`config.mk`:
```
export PLATFORM = sky130hd
export DESIGN_NAME = lrwait_bank_node
export DESIGN_NICKNAME = d
export VERILOG_FILES = /design/src/rtl/lrwait_bank_node.sv
export SDC_FILE = /design/constraint.sdc
export NUM_CORES = 1
export LEC_CHECK = 0
export BUFFER_PORTS_ARGS = -buffer_cell sky130_fd_sc_hd__buf_2
export CORE_MARGIN = 1.5
export CORE_UTILIZATION = 44
export DETAILED_ROUTE_END_ITERATION = 8
export PLACE_DENSITY_LB_ADDON = 0.25
export REMOVE_ABC_BUFFERS = 1
export SYNTH_ARGS = -nofsm -noshare
export SYNTH_HDL_FRONTEND = slang
export SYNTH_SLANG_ARGS = --single-unit
```
`constraint.sdc`:
```
create_clock -name clk_i -period 3.59 [get_ports clk_i]
set_input_delay 0.1795 -clock clk_i [delete_from_list [all_inputs] [get_ports clk_i]]
set_output_delay 0.1795 -clock clk_i [all_outputs]
set_load 0.1 [all_outputs]
```
`src/rtl/lrwait_bank_node.sv`:
```
// lrwait_bank_node
//   Single-bank memory node that serves plain loads/stores plus LR/SC and
//   LRWait atomics in front of a 1-cycle-latency SRAM. One reservation is
//   held. LRWait requests that hit an existing reservation are parked in a
//   FIFO of requester IDs and answered (with a fresh read) when the
//   reservation is released.
//
// Ports
//   clk_i, rst_i         clock; asynchronous active-high reset
//   tile_q*              request channel (valid/ready), amo: 0 none, A LR, B SC
//   tile_p*              response channel (valid/ready)
//   mem_*                SRAM port; mem_rdata_i valid 1 cycle after mem_req_o
module lrwait_bank_node #(
    parameter int unsigned AddrWidth  = 32,
    parameter int unsigned DataWidth  = 32,
    parameter type         metadata_t = logic [4:0],
    parameter int unsigned NumWaiters = 4
) (
    input  logic                   clk_i,
    input  logic                   rst_i,
    input  logic [AddrWidth-1:0]   tile_qaddr_i,
    input  logic                   tile_qwrite_i,
    input  logic [3:0]             tile_qamo_i,
    input  logic [DataWidth-1:0]   tile_qdata_i,
    input  logic [DataWidth/8-1:0] tile_qstrb_i,
    input  metadata_t              tile_qid_i,
    input  logic                   tile_qlrwait_i,
    input  logic                   tile_qvalid_i,
    output logic                   tile_qready_o,
    output logic [DataWidth-1:0]   tile_pdata_o,
    output logic                   tile_perror_o,
    output metadata_t              tile_pid_o,
    output logic                   tile_plrwait_o,
    output logic                   tile_pvalid_o,
    input  logic                   tile_pready_i,
    output logic                   mem_req_o,
    output logic                   mem_we_o,
    output logic [AddrWidth-1:0]   mem_addr_o,
    output logic [DataWidth-1:0]   mem_wdata_o,
    output logic [DataWidth/8-1:0] mem_be_o,
    input  logic [DataWidth-1:0]   mem_rdata_i
);

    localparam int unsigned WordWidth = AddrWidth - 2;
    localparam int unsigned PtrWidth  = (NumWaiters > 1) ? $clog2(NumWaiters) : 1;
    localparam int unsigned CntWidth  = $clog2(NumWaiters + 1);

    localparam logic [3:0] AmoNone = 4'h0;
    localparam logic [3:0] AmoLr   = 4'hA;
    localparam logic [3:0] AmoSc   = 4'hB;

    typedef enum logic {
        IDLE,
        WAKE
    } state_e;

    state_e state_q, state_d;

    // Reservation
    logic                 res_valid_q, res_valid_d;
    logic [WordWidth-1:0] res_addr_q, res_addr_d;
    metadata_t            res_id_q, res_id_d;

    // Waiter FIFO
    metadata_t           wait_q [NumWaiters];
    logic [PtrWidth-1:0] rd_ptr_q, wr_ptr_q;
    logic [CntWidth-1:0] count_q;
    logic                push, pop;
    logic                q_empty, q_full;

    // Response slot. rsp_rd_q marks a read whose data is still on
    // mem_rdata_i and has not yet been captured into rsp_data_q.
    logic                 rsp_valid_q;
    metadata_t            rsp_id_q;
    logic                 rsp_err_q, rsp_lrwait_q, rsp_rd_q;
    logic [DataWidth-1:0] rsp_data_q;

    logic                 rsp_load;
    metadata_t            rsp_id_d;
    logic                 rsp_err_d, rsp_lrwait_d, rsp_rd_d;
    logic [DataWidth-1:0] rsp_data_d;

    logic                 slot_free, accept, release_res;
    logic [WordWidth-1:0] req_word;
    logic                 addr_match, res_hit;

    assign q_empty    = (count_q == '0);
    assign q_full     = (count_q == CntWidth'(NumWaiters));
    assign slot_free  = !rsp_valid_q || tile_pready_i;
    assign req_word   = tile_qaddr_i[AddrWidth-1:2];
    assign addr_match = (req_word == res_addr_q);
    assign res_hit    = res_valid_q && addr_match;

    // Ready and the SRAM port are combinational, so they are forced low
    // while reset is held to keep every output at zero during reset.
    assign tile_qready_o = !rst_i && (state_q == IDLE) && slot_free;
    assign accept        = tile_qvalid_i && tile_qready_o;

    assign tile_pvalid_o  = rsp_valid_q;
    assign tile_pid_o     = rsp_id_q;
    assign tile_perror_o  = rsp_err_q;
    assign tile_plrwait_o = rsp_lrwait_q;
    assign tile_pdata_o   = rsp_rd_q ? mem_rdata_i : rsp_data_q;

    // NOTE: every signal written here gets a default first; a path that
    // leaves one unassigned would infer a latch.
    always_comb begin
        state_d      = state_q;
        res_valid_d  = res_valid_q;
        res_addr_d   = res_addr_q;
        res_id_d     = res_id_q;
        push         = 1'b0;
        pop          = 1'b0;
        release_res  = 1'b0;
        rsp_load     = 1'b0;
        rsp_id_d     = tile_qid_i;
        rsp_err_d    = 1'b0;
        rsp_lrwait_d = 1'b0;
        rsp_rd_d     = 1'b0;
        rsp_data_d   = '0;
        mem_req_o    = 1'b0;
        mem_we_o     = 1'b0;
        mem_addr_o   = '0;
        mem_wdata_o  = '0;
        mem_be_o     = '0;

        if (!rst_i) begin
            if (state_q == WAKE) begin
                // Hand the reservation to the oldest waiter with a fresh read.
                if (slot_free) begin
                    pop          = 1'b1;
                    mem_req_o    = 1'b1;
                    mem_addr_o   = {res_addr_q, 2'b00};
                    res_valid_d  = 1'b1;
                    res_id_d     = wait_q[rd_ptr_q];
                    rsp_load     = 1'b1;
                    rsp_id_d     = wait_q[rd_ptr_q];
                    rsp_lrwait_d = 1'b1;
                    rsp_rd_d     = 1'b1;
                    state_d      = IDLE;
                end
            end else if (accept) begin
                rsp_load = 1'b1;
                case (tile_qamo_i)
                    AmoNone: begin
                        mem_req_o   = 1'b1;
                        mem_we_o    = tile_qwrite_i;
                        mem_addr_o  = tile_qaddr_i;
                        mem_wdata_o = tile_qdata_i;
                        mem_be_o    = tile_qstrb_i;
                        rsp_rd_d    = !tile_qwrite_i;
                        release_res = tile_qwrite_i && res_hit;
                    end
                    AmoLr: begin
                        rsp_lrwait_d = tile_qlrwait_i;
                        if (tile_qlrwait_i && res_valid_q) begin
                            if (addr_match && !q_full) begin
                                // Parked: answered later from WAKE.
                                push     = 1'b1;
                                rsp_load = 1'b0;
                            end else begin
                                rsp_err_d = 1'b1;
                            end
                        end else if (!q_empty) begin
                            rsp_err_d = 1'b1;
                        end else begin
                            mem_req_o   = 1'b1;
                            mem_addr_o  = tile_qaddr_i;
                            rsp_rd_d    = 1'b1;
                            res_valid_d = 1'b1;
                            res_addr_d  = req_word;
                            res_id_d    = tile_qid_i;
                        end
                    end
                    AmoSc: begin
                        if (res_hit && (tile_qid_i == res_id_q)) begin
                            mem_req_o   = 1'b1;
                            mem_we_o    = 1'b1;
                            mem_addr_o  = tile_qaddr_i;
                            mem_wdata_o = tile_qdata_i;
                            mem_be_o    = tile_qstrb_i;
                            release_res = 1'b1;
                        end else begin
                            rsp_data_d = DataWidth'(1);
                        end
                    end
                    default: begin
                        rsp_err_d = 1'b1;
                    end
                endcase
            end
        end

        if (release_res) begin
            res_valid_d = 1'b0;
            if (!q_empty) begin
                state_d = WAKE;
            end
        end
    end

    // NOTE: state registers use non-blocking assignments so every flop
    // samples the pre-edge values regardless of process ordering.
    always_ff @(posedge clk_i or posedge rst_i) begin
        if (rst_i) begin
            state_q     <= IDLE;
            res_valid_q <= 1'b0;
            res_addr_q  <= '0;
            res_id_q    <= '0;
        end else begin
            state_q     <= state_d;
            res_valid_q <= res_valid_d;
            res_addr_q  <= res_addr_d;
            res_id_q    <= res_id_d;
        end
    end

    // Push and pop are mutually exclusive: push only from IDLE, pop only in WAKE.
    always_ff @(posedge clk_i or posedge rst_i) begin
        if (rst_i) begin
            rd_ptr_q <= '0;
            wr_ptr_q <= '0;
            count_q  <= '0;
        end else if (push) begin
            wr_ptr_q <= (wr_ptr_q == PtrWidth'(NumWaiters - 1)) ? '0 : wr_ptr_q + PtrWidth'(1);
            count_q  <= count_q + CntWidth'(1);
        end else if (pop) begin
            rd_ptr_q <= (rd_ptr_q == PtrWidth'(NumWaiters - 1)) ? '0 : rd_ptr_q + PtrWidth'(1);
            count_q  <= count_q - CntWidth'(1);
        end
    end

    // NOTE: the waiter storage has no reset; count_q guards every read, so
    // stale entries are never observed.
    always_ff @(posedge clk_i) begin
        if (push) begin
            wait_q[wr_ptr_q] <= tile_qid_i;
        end
    end

    always_ff @(posedge clk_i or posedge rst_i) begin
        if (rst_i) begin
            rsp_valid_q  <= 1'b0;
            rsp_id_q     <= '0;
            rsp_err_q    <= 1'b0;
            rsp_lrwait_q <= 1'b0;
            rsp_rd_q     <= 1'b0;
            rsp_data_q   <= '0;
        end else if (rsp_load) begin
            rsp_valid_q  <= 1'b1;
            rsp_id_q     <= rsp_id_d;
            rsp_err_q    <= rsp_err_d;
            rsp_lrwait_q <= rsp_lrwait_d;
            rsp_rd_q     <= rsp_rd_d;
            rsp_data_q   <= rsp_data_d;
        end else begin
            if (tile_pready_i) begin
                rsp_valid_q <= 1'b0;
            end
            // Read data is only on the bus for one cycle; keep it for stalls.
            if (rsp_rd_q) begin
                rsp_data_q <= mem_rdata_i;
                rsp_rd_q   <= 1'b0;
            end
        end
    end

endmodule

```
# Word-level counts from Yosys, hierarchy flattened
# Memory sizes are Yosys's and may differ from the RTL's.
# Cells that the tools add are included.
# word_totals
memories	1
reg_bits	85
ram_bits	20
# op_classes
add_sub_neg	4
bitwise	4
reduce_logical	28
n_eq_ne	12
n_mux	100
# memory_table
name	depth	word_bits	rd	rd_ports_with_merged_regs	wr	line_no	text
wait_q	4	5	1	0	1	65	metadata_t wait_q [NumWaiters];
# op_table
cell	count
2-to-1 mux 32 bit	13
one-hot mux 32 bit (3 select lines)	1
one-hot mux 32 bit (2 select lines)	1
2-to-1 mux 1 bit	62
2-to-1 mux 5 bit	9
== test 30 bit	1
AND reduction 6 bit	3
2-to-1 mux 4 bit	4
nonzero test 2 bit	5
nonzero test 3 bit	3
== test 4 bit, second input constant	2
logical AND 1 bit	8
one-hot mux 1 bit (2 select lines)	4
one-hot mux 4 bit (2 select lines)	1
2-to-1 mux 3 bit	2
== test 5 bit	1
adder 2 x 1 -> 2 bit, second input constant	2
== test 2 bit, second input constant	2
zero test 1 bit	4
zero test 4 bit	1
2-to-1 mux 2 bit	2
!= test 2 x 1 -> 1 bit, second input constant	2
inverter 1 bit	4
adder 3 x 1 -> 3 bit, second input constant	1
other kinds (10)	10

# Depth between registers and ports, before layout
# depth
word_depth	11
ltp_mapped	9
ltp_nobuf	8

# Worst setup path after synthesis
# No wires, ideal clock.
# synth_timing
kind	input port to output port
from	in rst_i
to	out mem_req_o
path_stages	4
arrival_ps	4808
setup_slack_ps	-1398
cell_sequence	inv_1 -> nand2_1 -> nor2_1 -> a21boi_0
# synth_between
elab_chain_cells	7
# synth_lines
element	line_no	text
start, declared	20	input logic rst_i,
zero test 1 bit (no source line)	--	
logical AND 1 bit (2 in a row)	96	assign tile_qready_o = !rst_i && (state_q == IDLE) && slot_free;
logical AND 1 bit	97	assign accept = tile_qvalid_i && tile_qready_o;
2-to-1 mux 1 bit	142	end else if (accept) begin
2-to-1 mux 1 bit	128	if (state_q == WAKE) begin
2-to-1 mux 1 bit (*)	127	if (!rst_i) begin
end, declared	36	output logic mem_req_o,
# Mark *: on every way between the ends. The rest lies on a longest branch, timed or not.

# Final worst setup path
# layout_timing
from	in rst_i
to	out mem_addr_o[27]
# layout_between
elab_chain_cells	7
# layout_lines
element	line_no	text
zero test 1 bit (no source line)	--	
logical AND 1 bit (2 in a row)	96	
logical AND 1 bit	97	
2-to-1 mux 32 bit	142	
2-to-1 mux 32 bit	128	
2-to-1 mux 32 bit (*)	127	
end, declared	38	output logic [AddrWidth-1:0] mem_addr_o,
# Marked as above.

==> out/summary.txt <==
Outcome -> finished, final reports clean
Slew @ Worst Pin -> 0.710 ns
Period minus WS final -> 3.17 ns
Number of flops mapped to enable cells by yosys -> 20
Root Buffer -> clkbuf_16
Fin worst setup slack -> 0.416 ns
Vias -> 4277
Detail Route Antenna Nets -> 0
Synthesized area per cell -> 12.1 sq um
CP Capture Type -> output pin
Final setup TNS -> 0 ns
Vias per cell -> 5.04
Yosys cell types -> 46
Buf+Inv Stages, Crit Path -> 5
Family with the most delay on the worst path -> buffers and inverters
RSZ-0062 raised after global routing -> no
Startpoint types -> input pin
Clock network power share -> 0.350
CTS tree -> done
Top FF cell, synth -> dfrtp_1
Post-DP HPWL -> 10.9 mm
Final Hold Viols -> 0
Max Fclk -> 315 MHz
Period utilization -> 0.884
Commonest non-fill, non-tap cell in the layout -> buf_2
LEAKAGE -> 3.74 nW
Syn Std Cell Area -> 5520 sq um
Routability cong. -> 0.799
Ports -> 226
Worst-path maximum fanout -> 32
Reg power frac -> 0.489
First-pass GRT wire length -> 21.7 mm
Post-Layout Cell Count -> 848
Max-slew violation count -> 0
Gr ovfl total -> 0
Asr flop ratio synth -> 0.810
Cts repair resizes -> 0
Setup Skew -> 0.00992 ns
H-Tree Depth -> 3
Crit-path max cell delay -> 0.55 ns
Switching power share of the total -> 0.281
WL final -> 13.9 mm
Hold Crit Class -> in -> reg
Switch Pwr -> 0.732 mW
Site Rows -> 40
CTS buffer count -> 9
Max-slew headroom -> 0.527
Cell-internal power -> 1.87 mW
CTS Sinks -> 105
Register bit count reported by yosys -> 105
# port buffers -> 225
Mapped Cells -> 456
Placed cell count -> 830
Logic pwr share -> 0.161
Maximum VDD drop -> 0.251 mV
CP Cell Sequence -> dlygate4sd3_1, buf_2, clkinv_2, nand4_1, nand4b_1, o21ai_2, buf_4, a22o_1, buf_2
Most frequent CP cell -> buf_2
Insertion delay to the later sink of the worst-skew pair -> 0.35 ns
Dpl ws -> 0.825 ns
DR WL/cell -> 16.4 um
Setup violations, final -> 0
Total track usage -> 0.215
Die Width -> 115 um
Full die area -> 13200 sq um
Vias in the first global route -> 4217
Critical path data required time -> 3.41 ns
PD cells -> 341 nW/um^2
Max-Cap Viols -> 0
Die height -> 115 um
Slowest-stage cell, CP -> dlygate4sd3_1
Drt first-iter violations -> 265
CP Class -> in -> out
Initial core utilization -> 0.456
Ratio of cells with drive above 1 in the final layout -> 0.490
Core Area -> 12100 sq um
Antenna violations before repair -> 1
Drt drc -> 0
Worst-path clk slew -> 0.07 ns
YS warnings -> 0
Nets -> 795
Area grow syn2layout -> 38.6%
Largest net degree at the start of global routing -> 41
Register area share after synthesis -> 0.494
Most frequent cells in the layout -> 189 x buf_2, 85 x dfrtp_1, 69 x mux2_2, 42 x and2_1, 37 x buf_12
Fillers -> 1004
CP arrival -> 2.99 ns
First-pass iteration count of the detailed router -> 4
Worst-case clock buffer depth -> 2
timing repair:
action | in CTS | in global routing
hold endpoints to repair | 21 | 0
hold buffers | 1 | 0
endpoints found under the setup margin | 0 | 0
setup buffers | 0 | 0
stage by stage:
step / utilization / power, mW / instance area (sq um) / hold WS, ns
after CTS: 0.631 / 2.64 / 7640 / 0.0869
final: 0.631 / 2.61 / 7650 / 0.0944
after floorplan: - / 1.58 / 5400 / 0.278
after global routing: 0.631 / 2.72 / 7640 / 0.0903
after global placement: 0.608 / 1.71 / 7360 / 0.201
after detailed placement: 0.608 / 1.72 / 7360 / 0.213
cell families after synthesis:
group / after synthesis / synth area share
AO/OA/AOI/OAI: 58 / 0.0789
XOR/XNOR: 37 / 0.0587
adder cells (fa/ha/maj): 6 / 0.0150
buffers and inverters: 37 / 0.0274
flip-flops: 105 / 0.494
multiplexers: 87 / 0.189
AND/OR/NAND/NOR: 126 / 0.136
synth_stat cells (2+ instances only):
library cell,n,share of area
a21oi_1,11,0.010
a22o_1,30,0.048
and2_1,42,0.048
buf_1,3,0.0020
buf_2,4,0.0036
clkbuf_1,19,0.013
dfrtp_1,85,0.39
edfxtp_1,20,0.11
ha_1,5,0.011
inv_1,10,0.0068
mux2_2,69,0.14
mux2_4,5,0.014
mux2i_1,8,0.015
mux4_2,5,0.020
nand2_1,9,0.0061
nand3_1,4,0.0036
nand4_1,8,0.0091
nand4b_1,2,0.0032
nor2_1,14,0.0095
nor2b_1,31,0.035
nor3_1,5,0.0045
o211ai_1,2,0.0027
o21ai_0,5,0.0045
or3_1,3,0.0034
xnor2_1,33,0.052
xor2_1,4,0.0063
layout make-up:
class,count,area [sq um],area share
Timing Repair Buffer,234,1750,0.229
Multi-Input combinational cell,314,2650,0.346
Tap cell,168,210,0.0275
Clock inverter,5,30.0,0.00393
Inverter,10,38.8,0.00507
Clock buffer,11,243,0.0317
Sequential cell,105,2730,0.357
Antenna cell,1,2.50,0.000327
metal layers:
metal / share of wire / up-vias / global-route usage / wire length, um
met1: 0.41 / 2049 / 0.257 / 5670
met2: 0.51 / 161 / 0.375 / 7050
li1: - / 2053 / - / -
met4: 0.015 / 0 / 0.0831 / 209
met5: 0 / - / 0 / 0
met3: 0.071 / 14 / 0.0548 / 986
registers in the layout (all words and copies together) (netlist names):
name and count:
wait_q 20, tile_plrwait_o 1, tile_pid_o 5, wr_ptr_q 2
rd_ptr_q 2, res_id_q 5, rsp_rd_q 1, res_addr_q 30
tile_pvalid_o 1, count_q 3, res_valid_q 1, rsp_data_q 32
tile_perror_o 1, state_q 1
worst reg2reg max path: stages, from the launching register on:
cell and delay, ns:
dfrtp_1 0.55, inv_1 0.21, nand4_1 0.36, or3_1 0.47, buf_4 0.26, a21oi_1 0.61
nor2_1 0.09, a21oi_1 0.15
worst paths after layout:
path                       slack (ns)              to  depth (start not counted)              from
min reg2reg                      0.50      count_q[2]                          1        count_q[2]
max                              0.42  mem_addr_o[27]                          9             rst_i
max reg2reg                      0.80     res_id_q[0]                          7           state_q
min                              0.09  res_addr_q[27]                          2  tile_qaddr_i[29]
max in group asynchronous        2.33   tile_pvalid_o                          4             rst_i
min in group asynchronous        0.41   res_addr_q[0]                          3             rst_i
power groups by stage:
stage | registers [mW] | clock network, mW | logic, mW
after floorplan | 1.39 | 0 | 0.181
after global placement | 1.30 | 0 | 0.416
after detailed placement | 1.30 | 0 | 0.422
after CTS | 1.28 | 0.936 | 0.425
after global routing | 1.28 | 0.991 | 0.449
final | 1.28 | 0.911 | 0.420
Note: power is estimated with default switching activity, not from simulation.
